`src/rtl/block_variance_calc.sv`:
```
// rtl/block_variance_calc.sv - per-block mean/variance statistics stage
//
// Purpose:
//   Accumulates one block of TOTAL_SAMPLES unsigned pixel samples, then produces
//   the block mean floor(sum/N) and variance floor(sumsq/N) - mean^2 through a
//   two-stage result pipe that is independent of the accumulation FSM.
//
// Ports:
//   clk            - rising-edge clock
//   rst_n          - asynchronous active-low reset
//   data_in        - pixel sample
//   data_valid     - data_in valid this cycle
//   start_data     - first sample of block (qualified by data_valid)
//   end_data       - last sample of block (qualified by data_valid)
//   mean           - block mean
//   variance       - block variance
//   variance_ready - one-cycle pulse, mean/variance/len_error valid while high
//   len_error      - closed block length differed from TOTAL_SAMPLES
//
// Optional feature macro: BLOCK_LEN_CHECK_EN (enables len_error; tied 0 otherwise)

module block_variance_calc #(
  parameter int DATA_WIDTH    = 8,
  parameter int TOTAL_SAMPLES = 64
) (
  input  logic                    clk,
  input  logic                    rst_n,
  input  logic [DATA_WIDTH-1:0]   data_in,
  input  logic                    data_valid,
  input  logic                    start_data,
  input  logic                    end_data,
  output logic [DATA_WIDTH-1:0]   mean,
  output logic [2*DATA_WIDTH-1:0] variance,
  output logic                    variance_ready,
  output logic                    len_error
);

  localparam int LOG2N = $clog2(TOTAL_SAMPLES);
  localparam int SW    = DATA_WIDTH + LOG2N;
  localparam int QW    = 2*DATA_WIDTH + LOG2N;

  typedef enum logic {IDLE, ACCUM} state_e;

  state_e                  state_q, state_d;
  logic [SW-1:0]           sum_q, sum_d;
  logic [QW-1:0]           sumsq_q, sumsq_d;

  logic                    p1_valid_q, p1_valid_d;
  logic [DATA_WIDTH-1:0]   mean_r_q, mean_r_d;
  logic [2*DATA_WIDTH-1:0] ex2_r_q, ex2_r_d;

  logic                    variance_ready_q, variance_ready_d;
  logic [DATA_WIDTH-1:0]   mean_q, mean_d;
  logic [2*DATA_WIDTH-1:0] variance_q, variance_d;

  logic                    v_start;
  logic                    v_end;
  logic                    close_fire;
  logic [2*DATA_WIDTH-1:0] x_ext;
  logic [2*DATA_WIDTH-1:0] x_sq;
  logic [SW-1:0]           x_sum_ext;
  logic [QW-1:0]           x_sq_ext;
  logic [2*DATA_WIDTH-1:0] mean_r_ext;

`ifdef BLOCK_LEN_CHECK_EN
  localparam int CW = LOG2N + 1;
  logic [CW-1:0]           cnt_q, cnt_d;
  logic                    len_r_q, len_r_d;
  logic                    len_error_q, len_error_d;
`endif

  always_comb begin
    v_start    = data_valid & start_data;
    v_end      = data_valid & end_data;
    x_ext      = {{DATA_WIDTH{1'b0}}, data_in};
    x_sq       = x_ext * x_ext;
    x_sum_ext  = {{LOG2N{1'b0}}, data_in};
    x_sq_ext   = {{LOG2N{1'b0}}, x_sq};

    state_d    = state_q;
    sum_d      = sum_q;
    sumsq_d    = sumsq_q;
    close_fire = 1'b0;

    // A start always (re)opens a block with this sample, discarding any partial one.
    if (v_start) begin
      sum_d   = x_sum_ext;
      sumsq_d = x_sq_ext;
      state_d = ACCUM;
    end else if (data_valid && state_q == ACCUM) begin
      sum_d   = sum_q + x_sum_ext;
      sumsq_d = sumsq_q + x_sq_ext;
    end

    // The closing sample is already folded into sum_d/sumsq_d, so the pipe takes those.
    if (v_end && (v_start || state_q == ACCUM)) begin
      close_fire = 1'b1;
      state_d    = IDLE;
    end

`ifdef BLOCK_LEN_CHECK_EN
    cnt_d = cnt_q;
    if (v_start) begin
      cnt_d = CW'(1);
    end else if (data_valid && state_q == ACCUM) begin
      cnt_d = (cnt_q == {CW{1'b1}}) ? cnt_q : cnt_q + CW'(1);
    end
    len_r_d     = close_fire ? (cnt_d != CW'(TOTAL_SAMPLES)) : len_r_q;
    len_error_d = p1_valid_q ? len_r_q : len_error_q;
`endif

    // Stage 1: divide by N via truncating shift.
    p1_valid_d = close_fire;
    mean_r_d   = close_fire ? sum_d[SW-1:LOG2N]   : mean_r_q;
    ex2_r_d    = close_fire ? sumsq_d[QW-1:LOG2N] : ex2_r_q;

    // Stage 2: E[x^2] - E[x]^2; cannot go negative with floor-divided terms.
    mean_r_ext       = {{DATA_WIDTH{1'b0}}, mean_r_q};
    variance_ready_d = p1_valid_q;
    mean_d           = p1_valid_q ? mean_r_q : mean_q;
    variance_d       = p1_valid_q ? (ex2_r_q - mean_r_ext * mean_r_ext) : variance_q;
  end

  always_ff @(posedge clk or negedge rst_n) begin
    if (!rst_n) begin
      state_q          <= IDLE;
      sum_q            <= '0;
      sumsq_q          <= '0;
      p1_valid_q       <= 1'b0;
      mean_r_q         <= '0;
      ex2_r_q          <= '0;
      variance_ready_q <= 1'b0;
      mean_q           <= '0;
      variance_q       <= '0;
`ifdef BLOCK_LEN_CHECK_EN
      cnt_q            <= '0;
      len_r_q          <= 1'b0;
      len_error_q      <= 1'b0;
`endif
    end else begin
      state_q          <= state_d;
      sum_q            <= sum_d;
      sumsq_q          <= sumsq_d;
      p1_valid_q       <= p1_valid_d;
      mean_r_q         <= mean_r_d;
      ex2_r_q          <= ex2_r_d;
      variance_ready_q <= variance_ready_d;
      mean_q           <= mean_d;
      variance_q       <= variance_d;
`ifdef BLOCK_LEN_CHECK_EN
      cnt_q            <= cnt_d;
      len_r_q          <= len_r_d;
      len_error_q      <= len_error_d;
`endif
    end
  end

  assign mean           = mean_q;
  assign variance       = variance_q;
  assign variance_ready = variance_ready_q;
`ifdef BLOCK_LEN_CHECK_EN
  assign len_error      = len_error_q;
`else
  assign len_error      = 1'b0;
`endif

endmodule

```
`config.mk`:
```
export PLATFORM = sky130hd
export DESIGN_NAME = block_variance_calc
export DESIGN_NICKNAME = d
export VERILOG_FILES = /design/src/rtl/block_variance_calc.sv
export SDC_FILE = /design/constraint.sdc
export NUM_CORES = 1
export LEC_CHECK = 0
export CORE_MARGIN = 3
export CORE_UTILIZATION = 63
export DETAILED_ROUTE_END_ITERATION = 6
export MAX_ROUTING_LAYER = met4
export PLACE_DENSITY = 0.83
export SLEW_MARGIN = 40
export SYNTH_ARGS = -nofsm -noshare
export SYNTH_HDL_FRONTEND = slang
export SYNTH_SLANG_ARGS = --single-unit
```
`constraint.sdc`:
```
create_clock -name clk -period 6.18 [get_ports clk]
set_input_delay 0.927 -clock clk [delete_from_list [all_inputs] [get_ports clk]]
set_output_delay 0.927 -clock clk [all_outputs]
set_load 0.005 [all_outputs]
```
Word-level counts from Yosys, hierarchy flattened --
Index checks and enable logic that the tools add are counted.
Word-level totals: input bits 13, register bits 87, logic and storage cells 30
Cells by class: multiply operators 2, mux-type cells 7, add/subtract/negate cells 3, bitwise logic cells 2, reductions and logical operators 5
Operator list (count):
- two-way mux 22 bit | 2
- multiplier 8 x 8 -> 16 bit | 2
- two-way mux 14 bit | 2
- adder 22 x 16 -> 22 bit | 1
- subtractor 16 bit | 1
- adder 14 x 8 -> 14 bit | 1
- nonzero test 2 bit | 2
- two-way mux 1 bit | 3
- AND 1 bit | 2
- logical AND 1 bit | 2
- logical OR 1 bit | 1

Longest topological paths before layout --
depth after elaboration 4, gate-level depth with buffers 25, mapped depth without buffers 24

Worst setup path after synthesis --
OpenSTA, ideal clock, no wires.
path type input to register, start point input data_in[2], end point register ex2_r_q[14], stages on the path 22, data arrival time 6295 ps, data required time 6088 ps, path buffers 1, slack -208 ps, cell sequence clkbuf_1 -> nand2_1 -> fa_1 -> inv_1 -> fa_1 -> fa_1 -> inv_1 -> fa_1 -> inv_1 -> ha_1 -> o21a_1 -> o21ai_0 -> a31oi_1 -> o21a_1 -> or3_1 -> and2_1 -> ha_1 -> nand2_1 -> or4_1 -> a31oi_1 -> xnor2_1 -> o31ai_2
On the way: word-level cells in the longest chain between the ends 4
Ends and longest elaborated chain:
- from (decl) | line 28 | input logic [DATA_WIDTH-1:0] data_in,
- multiplier 8 x 8 -> 16 bit | line 76 | x_sq = x_ext * x_ext;
- adder 22 x 16 -> 22 bit | line 92 | sumsq_d = sumsq_q + x_sq_ext;
- two-way mux 22 bit | line 90 | end else if (data_valid && state_q == ACCUM) begin
- two-way mux 22 bit | line 86 | if (v_start) begin
- to (signal assigned) | line 146 | ex2_r_q <= ex2_r_d;
- to (decl) | line 50 | logic [2*DATA_WIDTH-1:0] ex2_r_q, ex2_r_d;
No other way between the ends. The select of a mux whose other input is x is not followed. A chain may end at the register's enable or synchronous reset.

Final worst setup path --
start point input data_in[7], end point register ex2_r_q[10]
The elaborated chain is that of the path after synthesis.

==> results summary <==
The post-synthesis cell count came out at 931. The count of final hold-check violations is 0. The post-route worst setup slack came out at 0.0138 ns. Counting the buffers created by CTS gives 9. Measured along the x axis, the die boundary spans 122 µm. The data required time at the worst endpoint is 6.41 ns. Along the worst path, the maximum fanout reaches 4.

The overall die area is 0.0148 mm². The xor/xnor cell area share of the yosys netlist came out at 0.0706. At the later pin of the worst-skew pair, clock insertion delay measures 0.36 ns. The number of nets in the layout came out at 1208. In this run, synthesis inferred 0 flip-flops with an integrated enable.

The final instance area came out at 0.0102 mm². During synthesis, Yosys emitted a total of 0 warnings. The net count after synthesis came out at 1101. The vertical extent of the die came out at 122 µm. The sum of internal, switching and leakage power is 5.41 mW. The number of global-route vias before repair came out at 7322.

The fraction of the yosys area taken by sequential cells is 0.258. In the post-synthesis netlist, the biggest area contributors are sky130_fd_sc_hd__dfrtp_1, sky130_fd_sc_hd__fa_1, sky130_fd_sc_hd__ha_1. The count of clock tree sinks came out at 87.

The clock passes through at most 2 buffers. The post-synthesis cell type with the largest combined area is sky130_fd_sc_hd__dfrtp_1. Clock-pin slew was measured on the worst setup and hold paths at 0.07 ns.

The time the final worst path needs with I/O delays and setup came out at 6.17 ns. The number of nets still failing antenna checks after routing is 0. The placement-stage worst setup slack came out at -0.768 ns. In the final layout, the share of cells above drive strength 1 is 0.185. The CTS root buffer is sky130_fd_sc_hd__clkbuf_16. Input and output buffers added on the ports amount to 37.

In the routed layout, each cell is associated on average with a via count of 5.94. During I/O placement, the number of pins put on the boundary was 39. The detailed-route DRC error count came out at 0. STA classifies the critical path endpoint as a flip-flop. The number of pins exceeding their max-slew limit in the final report is 0.

Synthesis instantiated 62 different standard cells from the library. For the final database, setup skew stands at 0.00807 ns. The upper clock frequency limit came out at 162 MHz. The highest ir drop seen on vdd is 0.284 mV. The global routing usage summed across all routing layers is 0.305. The detailed placer's ending HPWL came out at 15.2 mm. The worst hold-check path type is in -> async. The global-route wire length before repair is 34.6 mm. After synthesis, the largest family of logic cells by area is adder cells. The count of endpoints failing setup in the final report came out at 0.

For the pin with the worst max-slew slack, the measured transition is 0.847 ns. For this run, global-route usage on met1 was measured as 0.379. met2 is the most crowded layer. Measured against the total synthesized area, the mux share comes to 0.0277. The worst setup path is launched from an input port. The cell area after synthesis is 0.00843 mm². The predominant post-synthesis flop cell is sky130_fd_sc_hd__dfrtp_1. The wire length per cell after detailed routing came out at 17.5 µm. The area share of the largest cell type after synthesis came out at 0.258. The setup total negative slack came out at 0 ns.

The overflow left after global routing came out at 0. The count of inserted antenna diode cells is 0. Of the total synthesized cell area, the portion taken by AND, OR, NAND and NOR gates is 0.138. The max capacitance violation total is 0. The count of hold-fix buffers inserted at cts is 0.

The worst setup path is of the in -> reg kind. The relative max-transition margin is 0.434. The total core area is 0.0129 mm². The mean cell area of the mapped netlist came out at 9.06 µm². The weighted congestion at the end of routability-driven global placement is 0.948. The placed cell area is 0.00950 mm². The starting utilization of the core area is 0.655. The adder-cell area share of the yosys netlist is 0.288.

The number of H-tree levels came out at 3. The global-route track usage on met2 came out at 0.520. For this run, the detailed router's first-pass iteration total came to 5.

Power spread over the standard cell area amounts to 531 mW/mm². The initial antenna violation count came out at 0. The first routing iteration left 562 violations. The share of the synthesized area in compound gates (AO/OA/AOI/OAI) came out at 0.147.

The maximum number of pins on one net before global-route repair is 65. The total via count in the routed design is 7214. Summed over all layers, the routed wires come to 21.3 mm.

The final period utilization came out at 0.998. The share of async-settable or async-resettable flops after synthesis came out at 1.00. In the global route stage, met3 resource usage came out at 0.0497.

The flip-flop and latch count after synthesis came out at 87. In this run the core area contains 41 standard-cell rows. TritonCTS built the clock tree. For this design the static power due to leakage is 4.94 nW. Setup repair after global routing could not meet its margin everywhere. The endpoint arrival time on the critical path is 6.39 ns.

The run finished with clean final reports. The relative area change from synthesis to final layout came out at 20.8%.
==> per-stage QoR <==
step           hold slack, ns  std cells   util
4_1_cts                 0.465       1211  0.780
5_1_grt                 0.478       1215  0.791
3_3_place_gp            0.466       1182  0.737
3_5_place_dp            0.474       1182  0.738
2_1_floorplan           0.389        931      -
6_report                0.459       1215  0.791
==> state kept, by name, summed over array words and instances (netlist names) <==
| register | flops |
|---|---|
| sumsq_q | 22 |
| ex2_r_q | 16 |
| variance | 16 |
| sum_q | 14 |
| mean | 8 |
| mean_r_q | 8 |
| p1_valid_q | 1 |
| state_q | 1 |
| variance_ready | 1 |
==> worst paths after layout <==
check / cells past startpoint / slack (ns) / startpoint / endpoint
max in group asynchronous: 2 / 4.84 / rst_n / sum_q[0]
min in group clk: 2 / 0.49 / sumsq_q[10] / sumsq_q[10]
worst max-delay path: 24 / 0.01 / data_in[7] / ex2_r_q[10]
worst min-delay path: 1 / 0.46 / rst_n / variance[5]
worst min register to register: 2 / 0.49 / sumsq_q[10] / sumsq_q[10]
worst max register to register: 15 / 1.16 / mean_r_q[5] / variance[14]
==> worst max-delay path: stages <==
cell and delay (ns):
sky130_fd_sc_hd__buf_6 0.10, sky130_fd_sc_hd__buf_6 0.11, sky130_fd_sc_hd__and2_4 0.14, sky130_fd_sc_hd__fa_1 0.46, sky130_fd_sc_hd__fa_1 0.53, sky130_fd_sc_hd__fa_1 0.53, sky130_fd_sc_hd__inv_1 0.06, sky130_fd_sc_hd__fa_1 0.54
sky130_fd_sc_hd__inv_1 0.07, sky130_fd_sc_hd__ha_4 0.26, sky130_fd_sc_hd__o21a_1 0.19, sky130_fd_sc_hd__o21ai_2 0.18, sky130_fd_sc_hd__a31oi_4 0.06, sky130_fd_sc_hd__o21a_1 0.23, sky130_fd_sc_hd__or3_4 0.39, sky130_fd_sc_hd__and2_4 0.19
sky130_fd_sc_hd__ha_4 0.21, sky130_fd_sc_hd__buf_4 0.13, sky130_fd_sc_hd__a21oi_1 0.23, sky130_fd_sc_hd__o21ai_1 0.15, sky130_fd_sc_hd__a32oi_1 0.18, sky130_fd_sc_hd__o31ai_1 0.13, sky130_fd_sc_hd__xnor2_1 0.28, sky130_fd_sc_hd__o22ai_1 0.13
==> cell usage after synthesis (all sizes together), types with 7 or more instances <==
cell / n
and2: 30
xor2: 25
nand2: 94
xnor2: 43
inv: 121
fa: 62
a21o: 16
nor2b: 9
mux2: 19
o31ai: 8
a211oi: 7
dfrtp: 87
ha: 95
a31oi: 10
a21oi: 53
or3: 7
o21ai: 41
o21a: 7
nand4: 9
clkbuf: 31
o22ai: 16
nand3: 15
nor3: 10
nor2: 63
==> routing by layer <==
metal	wire [µm]	share of wire
met1	8890	0.42
met2	10600	0.50
met3	1260	0.059
met4	549	0.026
met5	0	0
==> timing repair <==
action                                  4_1_cts  5_1_grt
setup buffers                                13        5
pin swaps                                    29       27
resized for setup                            37       44
endpoints found under the setup margin       18       17
==> report_power, final <==
part           switching, mW  leakage [nW]  internal, mW  total, mW
clock network          0.242         0.163         0.378      0.620
logic                   2.00          3.68          1.89       3.89
registers              0.158          1.10         0.741      0.900
total                   2.40          4.94          3.01       5.41
==> final cells by class <==
class,instances,area [µm²]
Inverter,121,454
Tap cell,172,215
Fill cell,802,2690
Clock buffer,12,256
Timing Repair Buffer,130,1060
Multi-Input combinational cell,689,5940
Clock inverter,4,77.6
Sequential cell,87,2180
==> logic make-up after synthesis <==
family,count (synthesis)
AOI/OAI and AO/OA,191
buffers and inverters,155
DFF,87
other,1
xor gates and xnor gates,68
adders and majority gates,157
muxes,21
and+or+nand+nor,251
==> cell usage in the layout (no fill, tap or decap), types with 10 or more instances in the layout <==
cell | netlist | routed
sky130_fd_sc_hd__fa_1 | 62 | 61
sky130_fd_sc_hd__dfrtp_1 | 87 | 86
sky130_fd_sc_hd__nor2_1 | 63 | 61
sky130_fd_sc_hd__inv_1 | 120 | 117
sky130_fd_sc_hd__o21ai_1 | 22 | 23
sky130_fd_sc_hd__and2_1 | 28 | 23
sky130_fd_sc_hd__xnor2_1 | 43 | 41
sky130_fd_sc_hd__o22ai_1 | 15 | 15
sky130_fd_sc_hd__o21ai_0 | 19 | 14
sky130_fd_sc_hd__ha_1 | 95 | 89
sky130_fd_sc_hd__nand3_1 | 15 | 14
sky130_fd_sc_hd__xor2_1 | 25 | 22
sky130_fd_sc_hd__mux2_2 | 19 | 19
sky130_fd_sc_hd__a21oi_1 | 53 | 46
sky130_fd_sc_hd__a21o_1 | 15 | 15
sky130_fd_sc_hd__buf_4 | 1 | 88
sky130_fd_sc_hd__nand2_1 | 94 | 92
sky130_fd_sc_hd__nor3_1 | 10 | 10
sky130_fd_sc_hd__clkdlybuf4s50_1 | 0 | 28
Note: power is estimated with default switching activity, not from simulation.
